`src/rtl/mem_arbiter_if.sv`:
```
// Bus bundle between the pipeline, the arbiter and the shared single-port memory.
interface mem_arbiter_if;
   logic        if_req;
   logic [31:0] if_addr;
   logic [31:0] if_rdata;
   logic        if_valid;
   logic        d_read;
   logic        d_write;
   logic [31:0] d_addr;
   logic [31:0] d_wdata;
   logic [31:0] d_rdata;
   logic        d_valid;
   logic        mem_req;
   logic        mem_we;
   logic [31:0] mem_addr;
   logic [31:0] mem_wdata;
   logic [31:0] mem_rdata;
   logic        mem_ready;
   logic        stall_fetch;
   logic        stall_pipe;
   logic        err;

   // arbiter side
   modport slave (
      input  if_req, if_addr, d_read, d_write, d_addr, d_wdata, mem_rdata, mem_ready,
      output if_rdata, if_valid, d_rdata, d_valid, mem_req, mem_we, mem_addr, mem_wdata,
             stall_fetch, stall_pipe, err
   );

   // pipeline + memory side
   modport master (
      output if_req, if_addr, d_read, d_write, d_addr, d_wdata, mem_rdata, mem_ready,
      input  if_rdata, if_valid, d_rdata, d_valid, mem_req, mem_we, mem_addr, mem_wdata,
             stall_fetch, stall_pipe, err
   );
endinterface

```
`src/rtl/mem_arbiter.sv`:
```
// Arbiter sharing one single-port memory between instruction fetch and MEM-stage
// data accesses. Data has priority; an access in flight is never preempted.
// A watchdog aborts any access that waits WAIT_MAX cycles without mem_ready.
module mem_arbiter #(
   parameter int WAIT_MAX = 15
) (
   input  logic          Eclk,
   input  logic          Erst_n,
   mem_arbiter_if.slave  bus
);

   localparam logic [3:0] WMAX = 4'(WAIT_MAX);

   typedef enum logic [2:0] {IDLE, DACC, DRESP, IACC, IRESP} state_t;

   state_t     state;
   logic [3:0] wcnt;

   // Stalls follow the live requests so the pipeline freezes in the same cycle it asks.
   assign bus.stall_pipe  = (bus.d_read | bus.d_write) & ~bus.d_valid;
   assign bus.stall_fetch = bus.stall_pipe | (bus.if_req & ~bus.if_valid);

   // Arbitration FSM; all memory-side and response outputs are registered here.
   always_ff @(posedge Eclk or negedge Erst_n) begin
      if (!Erst_n) begin
         state         <= IDLE;
         wcnt          <= 4'd0;
         bus.if_valid  <= 1'b0;
         bus.d_valid   <= 1'b0;
         bus.mem_req   <= 1'b0;
         bus.mem_we    <= 1'b0;
         bus.err       <= 1'b0;
         bus.if_rdata  <= 32'h0;
         bus.d_rdata   <= 32'h0;
         bus.mem_addr  <= 32'h0;
         bus.mem_wdata <= 32'h0;
      end else begin
         bus.if_valid <= 1'b0;
         bus.d_valid  <= 1'b0;
         case (state)
            IDLE: begin
               if (bus.d_read || bus.d_write) begin
                  // store wins when both load and store are asserted
                  state         <= DACC;
                  wcnt          <= 4'd0;
                  bus.mem_req   <= 1'b1;
                  bus.mem_we    <= bus.d_write;
                  bus.mem_addr  <= bus.d_addr;
                  bus.mem_wdata <= bus.d_wdata;
               end else if (bus.if_req) begin
                  state         <= IACC;
                  wcnt          <= 4'd0;
                  bus.mem_req   <= 1'b1;
                  bus.mem_we    <= 1'b0;
                  bus.mem_addr  <= bus.if_addr;
                  bus.mem_wdata <= 32'h0;
               end
            end
            DACC: begin
               if (bus.mem_ready) begin
                  if (!bus.mem_we) bus.d_rdata <= bus.mem_rdata;
                  state       <= DRESP;
                  bus.d_valid <= 1'b1;
                  bus.mem_req <= 1'b0;
                  bus.mem_we  <= 1'b0;
               end else if (wcnt == WMAX) begin
                  state       <= DRESP;
                  bus.err     <= 1'b1;
                  bus.d_rdata <= 32'h0;
                  bus.d_valid <= 1'b1;
                  bus.mem_req <= 1'b0;
                  bus.mem_we  <= 1'b0;
               end else begin
                  wcnt <= wcnt + 4'd1;
               end
            end
            IACC: begin
               if (bus.mem_ready) begin
                  state        <= IRESP;
                  bus.if_rdata <= bus.mem_rdata;
                  bus.if_valid <= 1'b1;
                  bus.mem_req  <= 1'b0;
               end else if (wcnt == WMAX) begin
                  state        <= IRESP;
                  bus.err      <= 1'b1;
                  bus.if_rdata <= 32'h0;
                  bus.if_valid <= 1'b1;
                  bus.mem_req  <= 1'b0;
               end else begin
                  wcnt <= wcnt + 4'd1;
               end
            end
            DRESP:   state <= IDLE;
            IRESP:   state <= IDLE;
            default: state <= IDLE;
         endcase
      end
   end

endmodule

```
`src/flat_wrapper.sv`:
```
// flat-port wrapper written by rule: the top's interface ports become plain ports
module mem_arbiter_flat 
#(
   parameter int WAIT_MAX = 15
)
  (Eclk, Erst_n, bus_if_req, bus_if_addr, bus_d_read, bus_d_write, bus_d_addr, bus_d_wdata, bus_mem_rdata, bus_mem_ready, bus_if_rdata, bus_if_valid, bus_d_rdata, bus_d_valid, bus_mem_req, bus_mem_we, bus_mem_addr, bus_mem_wdata, bus_stall_fetch, bus_stall_pipe, bus_err);
  mem_arbiter_if bus_i ();
  input  logic Eclk;
  input  logic Erst_n;
  input wire logic [$bits(bus_i.if_req)-1:0] bus_if_req;
  input wire logic [$bits(bus_i.if_addr)-1:0] bus_if_addr;
  input wire logic [$bits(bus_i.d_read)-1:0] bus_d_read;
  input wire logic [$bits(bus_i.d_write)-1:0] bus_d_write;
  input wire logic [$bits(bus_i.d_addr)-1:0] bus_d_addr;
  input wire logic [$bits(bus_i.d_wdata)-1:0] bus_d_wdata;
  input wire logic [$bits(bus_i.mem_rdata)-1:0] bus_mem_rdata;
  input wire logic [$bits(bus_i.mem_ready)-1:0] bus_mem_ready;
  output wire logic [$bits(bus_i.if_rdata)-1:0] bus_if_rdata;
  output wire logic [$bits(bus_i.if_valid)-1:0] bus_if_valid;
  output wire logic [$bits(bus_i.d_rdata)-1:0] bus_d_rdata;
  output wire logic [$bits(bus_i.d_valid)-1:0] bus_d_valid;
  output wire logic [$bits(bus_i.mem_req)-1:0] bus_mem_req;
  output wire logic [$bits(bus_i.mem_we)-1:0] bus_mem_we;
  output wire logic [$bits(bus_i.mem_addr)-1:0] bus_mem_addr;
  output wire logic [$bits(bus_i.mem_wdata)-1:0] bus_mem_wdata;
  output wire logic [$bits(bus_i.stall_fetch)-1:0] bus_stall_fetch;
  output wire logic [$bits(bus_i.stall_pipe)-1:0] bus_stall_pipe;
  output wire logic [$bits(bus_i.err)-1:0] bus_err;
  assign bus_i.if_req = bus_if_req;
  assign bus_i.if_addr = bus_if_addr;
  assign bus_i.d_read = bus_d_read;
  assign bus_i.d_write = bus_d_write;
  assign bus_i.d_addr = bus_d_addr;
  assign bus_i.d_wdata = bus_d_wdata;
  assign bus_i.mem_rdata = bus_mem_rdata;
  assign bus_i.mem_ready = bus_mem_ready;
  assign bus_if_rdata = bus_i.if_rdata;
  assign bus_if_valid = bus_i.if_valid;
  assign bus_d_rdata = bus_i.d_rdata;
  assign bus_d_valid = bus_i.d_valid;
  assign bus_mem_req = bus_i.mem_req;
  assign bus_mem_we = bus_i.mem_we;
  assign bus_mem_addr = bus_i.mem_addr;
  assign bus_mem_wdata = bus_i.mem_wdata;
  assign bus_stall_fetch = bus_i.stall_fetch;
  assign bus_stall_pipe = bus_i.stall_pipe;
  assign bus_err = bus_i.err;
  mem_arbiter #(.WAIT_MAX(WAIT_MAX)) u_core (.Eclk(Eclk), .Erst_n(Erst_n), .bus(bus_i));
endmodule
```
`config.mk`:
```
export PLATFORM = sky130hd
export DESIGN_NAME = mem_arbiter_flat
export DESIGN_NICKNAME = d
export VERILOG_FILES = /design/src/rtl/mem_arbiter_if.sv /design/src/rtl/mem_arbiter.sv /design/src/flat_wrapper.sv
export SDC_FILE = /design/constraint.sdc
export NUM_CORES = 1
export LEC_CHECK = 0
export ABC_AREA = 1
export BUFFER_PORTS_ARGS = -buffer_cell sky130_fd_sc_hd__buf_2
export CAP_MARGIN = 30
export CORE_MARGIN = 5
export CORE_UTILIZATION = 47
export DETAILED_ROUTE_END_ITERATION = 6
export PLACE_DENSITY = 0.85
export SLEW_MARGIN = 0
export SYNTH_ARGS = -nofsm -noshare
export SYNTH_HDL_FRONTEND = slang
export SYNTH_SLANG_ARGS = --single-unit
```
`constraint.sdc`:
```
create_clock -name Eclk -period 1.51 [get_ports Eclk]
set_input_delay 0.151 -clock Eclk [delete_from_list [all_inputs] [get_ports Eclk]]
set_output_delay 0.151 -clock Eclk [all_outputs]
set_load 0.01 [all_outputs]
```
# Yosys cells after proc, flatten, opt, wreduce, memory -nomap -nowiden
# Cells that the tools add are included.
[op_classes]
add_sub_neg = 1
n_eq_ne = 10
n_mux = 32
bitwise = 7
n_reduce_logical = 15
[op_table]
columns = ["op", "count"]
rows = [
  ["$mux W32", 8],
  ["$mux W3", 6],
  ["$mux W4", 4],
  ["$reduce_and A3 Y1", 5],
  ["$mux W1", 10],
  ["$ne A3 B2 Y1 const B", 3],
  ["$pmux W3 S3", 1],
  ["$pmux W4 S2", 1],
  ["$reduce_bool A2 Y1", 4],
  ["$ne A2 B2 Y1 const B", 3],
  ["$add A4 B1 Y4 const B", 1],
  ["$eq A4 B4 Y1 const B", 1],
  ["$pmux W1 S2", 2],
  ["$reduce_and A2 Y1", 2],
  ["$reduce_and A4 Y1", 1],
  ["$eq A3 B1 Y1 const B", 1],
  ["$eq A3 B2 Y1 const B", 1],
  ["$logic_not A3 Y1", 1],
  ["$ne A3 B1 Y1 const B", 1],
  ["$not A1 Y1", 3],
  ["$and A1 B1 Y1", 2],
  ["$or A1 B1 Y1", 2],
  ["$reduce_or A2 Y1", 1],
  ["$logic_or A1 B1 Y1", 1],
]
[totals]
regBits = 140
inputBits = 134
output_inout_bits = 135

# Logic depth before layout (Yosys ltp)
[logic_depth]
depth_word = 4
ltp_mapped = 9

# Least setup slack after synthesis
# No wires, ideal clock.
[synth_timing]
path_type = "register to register"
startpoint = "register u_core.wcnt[0]"
endpoint = "register u_core.bus.if_rdata[16]"
setup_time_ns = 0.121
arrival_ns = 1.239
required_time_ns = 1.389
setup_slack_ns = 0.150
path_stages_with_launch = 8
n_path_buf = 2
synth_period_minus_slack_ns = 1.360
cell_sequence = "dfrtp_1 > ha_1 > nand3_1 > nand2_1 > nand2_1 > buf_4 > buf_6 > o21ai_1"
[synth_via]
elab_chain_len = 3
[synth_lines]
columns = ["item", "line_no", "source"]
rows = [
  ["start: declaration", "mem_arbiter.sv:17", "logic [3:0] wcnt;"],
  ["start signal: assignment", "mem_arbiter.sv:74", "wcnt <= wcnt + 4'd1;"],
  ["start signal: assignment", "mem_arbiter.sv:90", "wcnt <= wcnt + 4'd1;"],
  ["$eq A4 B4 Y1", "mem_arbiter.sv:83", "end else if (wcnt == WMAX) begin"],
  ["$reduce_bool A2 Y1 (no line)", "--", ""],
  ["$reduce_and A2 Y1 (no line)", "--", ""],
  ["end signal: assignment", "mem_arbiter.sv:80", "bus.if_rdata <= bus.mem_rdata;"],
  ["end: declaration", "mem_arbiter_if.sv:26", "output if_rdata, if_valid, d_rdata, d_valid, mem_req, mem_we, mem_addr, mem_wdata,"],
]
# No other way between the ends.
# A chain may end at the register's enable or synchronous reset.

# Worst setup path after layout
[layout_timing]
startpoint = "register u_core.wcnt[1]"
endpoint = "register u_core.bus.d_rdata[7]"
[layout_via]
elab_chain_len = 3
[layout_lines]
columns = ["item", "line_no", "source"]
rows = [
  ["$eq A4 B4 Y1", "mem_arbiter.sv:66", "end else if (wcnt == WMAX) begin"],
  ["$reduce_bool A2 Y1 (no line)", "--", ""],
  ["$reduce_and A3 Y1 (no line)", "--", ""],
  ["end signal: assignment", "mem_arbiter.sv:61", "if (!bus.mem_we) bus.d_rdata <= bus.mem_rdata;"],
  ["end: declaration", "mem_arbiter_if.sv:26", ""],
]
# No other way between the ends.

==> impl_metrics.yaml <==
outcome:
  status: "completed"
critical_path:
  cp-start-kind: "register"
  cp.required_ns: 1.80
  path_class: "reg2reg"
  crit_path_max_fanout: 13
  arrival_ns: 1.75
  crit_path_end_kind: "register"
clock_network:
  numCtsBuffers: 17
  clockBufferDepth: 2
  cts.sinks: 140
  cts.htree.levels: 4
  clk-insertion-delay-late_ns: 0.41
  cts_tree: "yes"
  root_buffer: "clkbuf_16"
  path_clk_slew_ns: 0.06
route:
  routedWlPerCell_um: 15.6
  num_vias: 5798
  drtIter0Drc: 544
  route.detailed.drc: 0
  drt_wl_total_mm: 18.6
  dr.pass1.iters: 6
  vias_per_cell: 4.87
  ant_nets: 0
synth:
  ys_seq_area_frac: 0.593
  synth_edf_count: 0
  syn-instance-count: 696
  yosysWarnings: 0
  syn_nets: 831
  synth.distinct_cells: 24
  ys.flop_type: "dfrtp_1"
  yosys_register_bits: 140
  async_flop_share: 1.00
  syn_avg_cell_area_um2: 8.49
  synth_area_um2: 5910
sta:
  tightest_slew_ns: 0.379
  post-route-period-util: 0.965
  clock_skew_ns: 0.00885
  finalMaxSlewViolations: 0
  max_slew_margin: 0.747
  hold_violations: 0
  max_freq_ghz: 0.686
  period_needed_ns: 1.46
  hold_ws_ns: 0.0149
  final-setup-viol-count: 0
cells_and_area:
  stdcell_count: 1191
  nNetsFinal: 1141
  fill_cells: 958
  multi_input_area_um2: 2130
  ff_latch_area_um2: 3500
  area_growth_syn_to_layout_pct: 46.8
  drive_above_1_share: 0.333
grt:
  grt_start_max_net_pins: 66
  antenna_found_initial: 0
  grt_overflow: 0
  grt_usage: 0.242
  grt_pass1_vias: 5586
  grt_pass1_wl_mm: 28.0
flow_run:
  max_cap_violations: 0
floorplan:
  ioPinCount: 269
  die_h_um: 122
  start_util: 0.474
  die-area_um2: 14900
  fp.dieW_um: 122
  num_rows: 41
  core_um2: 12500
pwr:
  power_density_nw_per_um2: 2040
  p_leak_nw: 4.95
  ir_drop_uv: 1340
placement:
  hpwlAfterDp_mm: 12.3
  post-place-cells: 1113
  place.gp.congestion: 0.805
  port_buffers: 268
hold_path:
  worstHoldPathType: "in2reg"
## kinds of logic (layout without fill, tap and decap cells)
family / count (synthesis) / count (layout) / share of synthesized area
AOI/OAI and AO/OA: 75 / 75 / 0.0678
xor gates and xnor gates: 2 / 2 / 0.00297
adders and majority gates: 1 / 1 / 0.00212
buffers and inverters: 55 / 377 / 0.0538
DFF: 140 / 140 / 0.593
other: 0 / 1 / 0
and+or+nand+nor: 423 / 423 / 0.280
## cells in the final DEF, fill, tap and decap left out, types with 2 or more instances in the layout
cell,Yosys,layout
nand2_1,376,373
buf_2,11,267
dfrtp_1,140,140
o21ai_0,41,41
dlygate4sd3_1,0,40
nand3_1,37,36
o21ai_1,26,25
clkbuf_16,0,21
inv_1,11,11
buf_4,4,10
buf_12,0,7
nor2_1,6,6
bufinv_16,0,6
o21ai_2,5,5
buf_6,11,3
nand2_2,1,2
nand2_4,1,2
inv_2,3,2
xnor2_1,2,2
clkbuf_8,0,2
clkinv_2,0,2
clkinv_4,0,2
## final timing paths
kind | end | startpoint | slack, ns | depth (start not counted)
setup / recovery | u_core.bus.d_rdata[7] | u_core.wcnt[1] | 0.05 | 9
hold / removal | u_core.bus.d_rdata[8] | bus_mem_rdata[8] | 0.01 | 3
setup reg to reg | u_core.bus.d_rdata[7] | u_core.wcnt[1] | 0.05 | 9
hold reg to reg | u_core.bus.mem_wdata[1] | u_core.bus.mem_wdata[1] | 0.47 | 2
max in group asynchronous | u_core.bus.mem_wdata[22] | Erst_n | 0.65 | 3
min in group asynchronous | u_core.bus.if_rdata[26] | Erst_n | 0.23 | 2
## per-layer routing
metal | routed length (µm) | GRT usage | part of all wire | vias up
li1 | - | - | - | 2807
met1 | 7200 | 0.291 | 0.39 | 2714
met2 | 9530 | 0.404 | 0.51 | 239
met3 | 1390 | 0.0692 | 0.075 | 38
met4 | 480 | 0.111 | 0.026 | 0
met5 | 0 | 0 | 0 | -
## stage by stage
stage               power (W)  setup TNS, ns  cell area (µm²)  utilization  setup WS, ns
detailed placement     0.0125              0             7430        0.596        0.0270
floorplan             0.00979              0             5910            -         0.150
finish                 0.0176              0             8670        0.695        0.0526
CTS                    0.0174              0             8500        0.682       0.00273
global route           0.0187         -0.478             8660        0.695       -0.0349
global placement       0.0123              0             7430        0.596         0.111
## state kept, by name, summed over array words and instances, names as in the netlist
| name | flops |
|---|---|
| u_core.bus.mem_we | 1 |
| u_core.bus.err | 1 |
| u_core.bus.mem_wdata | 32 |
| u_core.bus.d_rdata | 32 |
| u_core.bus.if_rdata | 32 |
| u_core.bus.if_valid | 1 |
| u_core.bus.mem_req | 1 |
| u_core.wcnt | 4 |
| u_core.bus.d_valid | 1 |
| u_core.bus.mem_addr | 32 |
| u_core.state | 3 |
## worst max-delay path, cell delays in order, from the launching register on
cell     delay (ns)
dfrtp_1        0.35
ha_2           0.21
nand3_2        0.08
nand2_2        0.14
nand2_4        0.08
inv_4          0.08
nand2_8        0.09
buf_12         0.16
nand2_1        0.06
o21ai_0        0.08
## cell usage after synthesis, types with 2 or more instances
cell type  number  share of area
nand3_1        37          0.031
buf_4           4         0.0051
dfrtp_1       140           0.59
o21ai_0        41          0.035
o21ai_2         5         0.0074
inv_2           3         0.0019
nor2_1          6         0.0038
inv_1          11         0.0070
xnor2_1         2         0.0030
nand2_1       376           0.24
clkbuf_1       13         0.0083
o21ai_1        26          0.022
buf_2          11         0.0093
buf_6          11          0.021
## repair_timing
action | 4_1_cts | 5_1_grt
hold buffers | 39 | 1
buffers inserted | 0 | 2
resized for setup | 0 | 10
endpoints found under the setup margin | 0 | 66
hold endpoints to repair | 75 | 1
## report_power, final
group / switching (W) / internal [W] / leakage [nW] / total, W
combinational: 0.00400 / 0.00266 / 2.83 / 0.00666
sequential: 0.000901 / 0.00538 / 1.79 / 0.00628
clock: 0.00153 / 0.00317 / 0.326 / 0.00470
## layout make-up
cell class                 count  area share
antenna                        1    0.000289
clock buffer                  20      0.0527
clock inverter                11      0.0248
inverter                      15     0.00679
multi-input combinational    501       0.246
sequential                   140       0.404
tap                          172      0.0248
timing repair buffer         331       0.241
No activity file was read; power rests on OpenSTA's default activity.
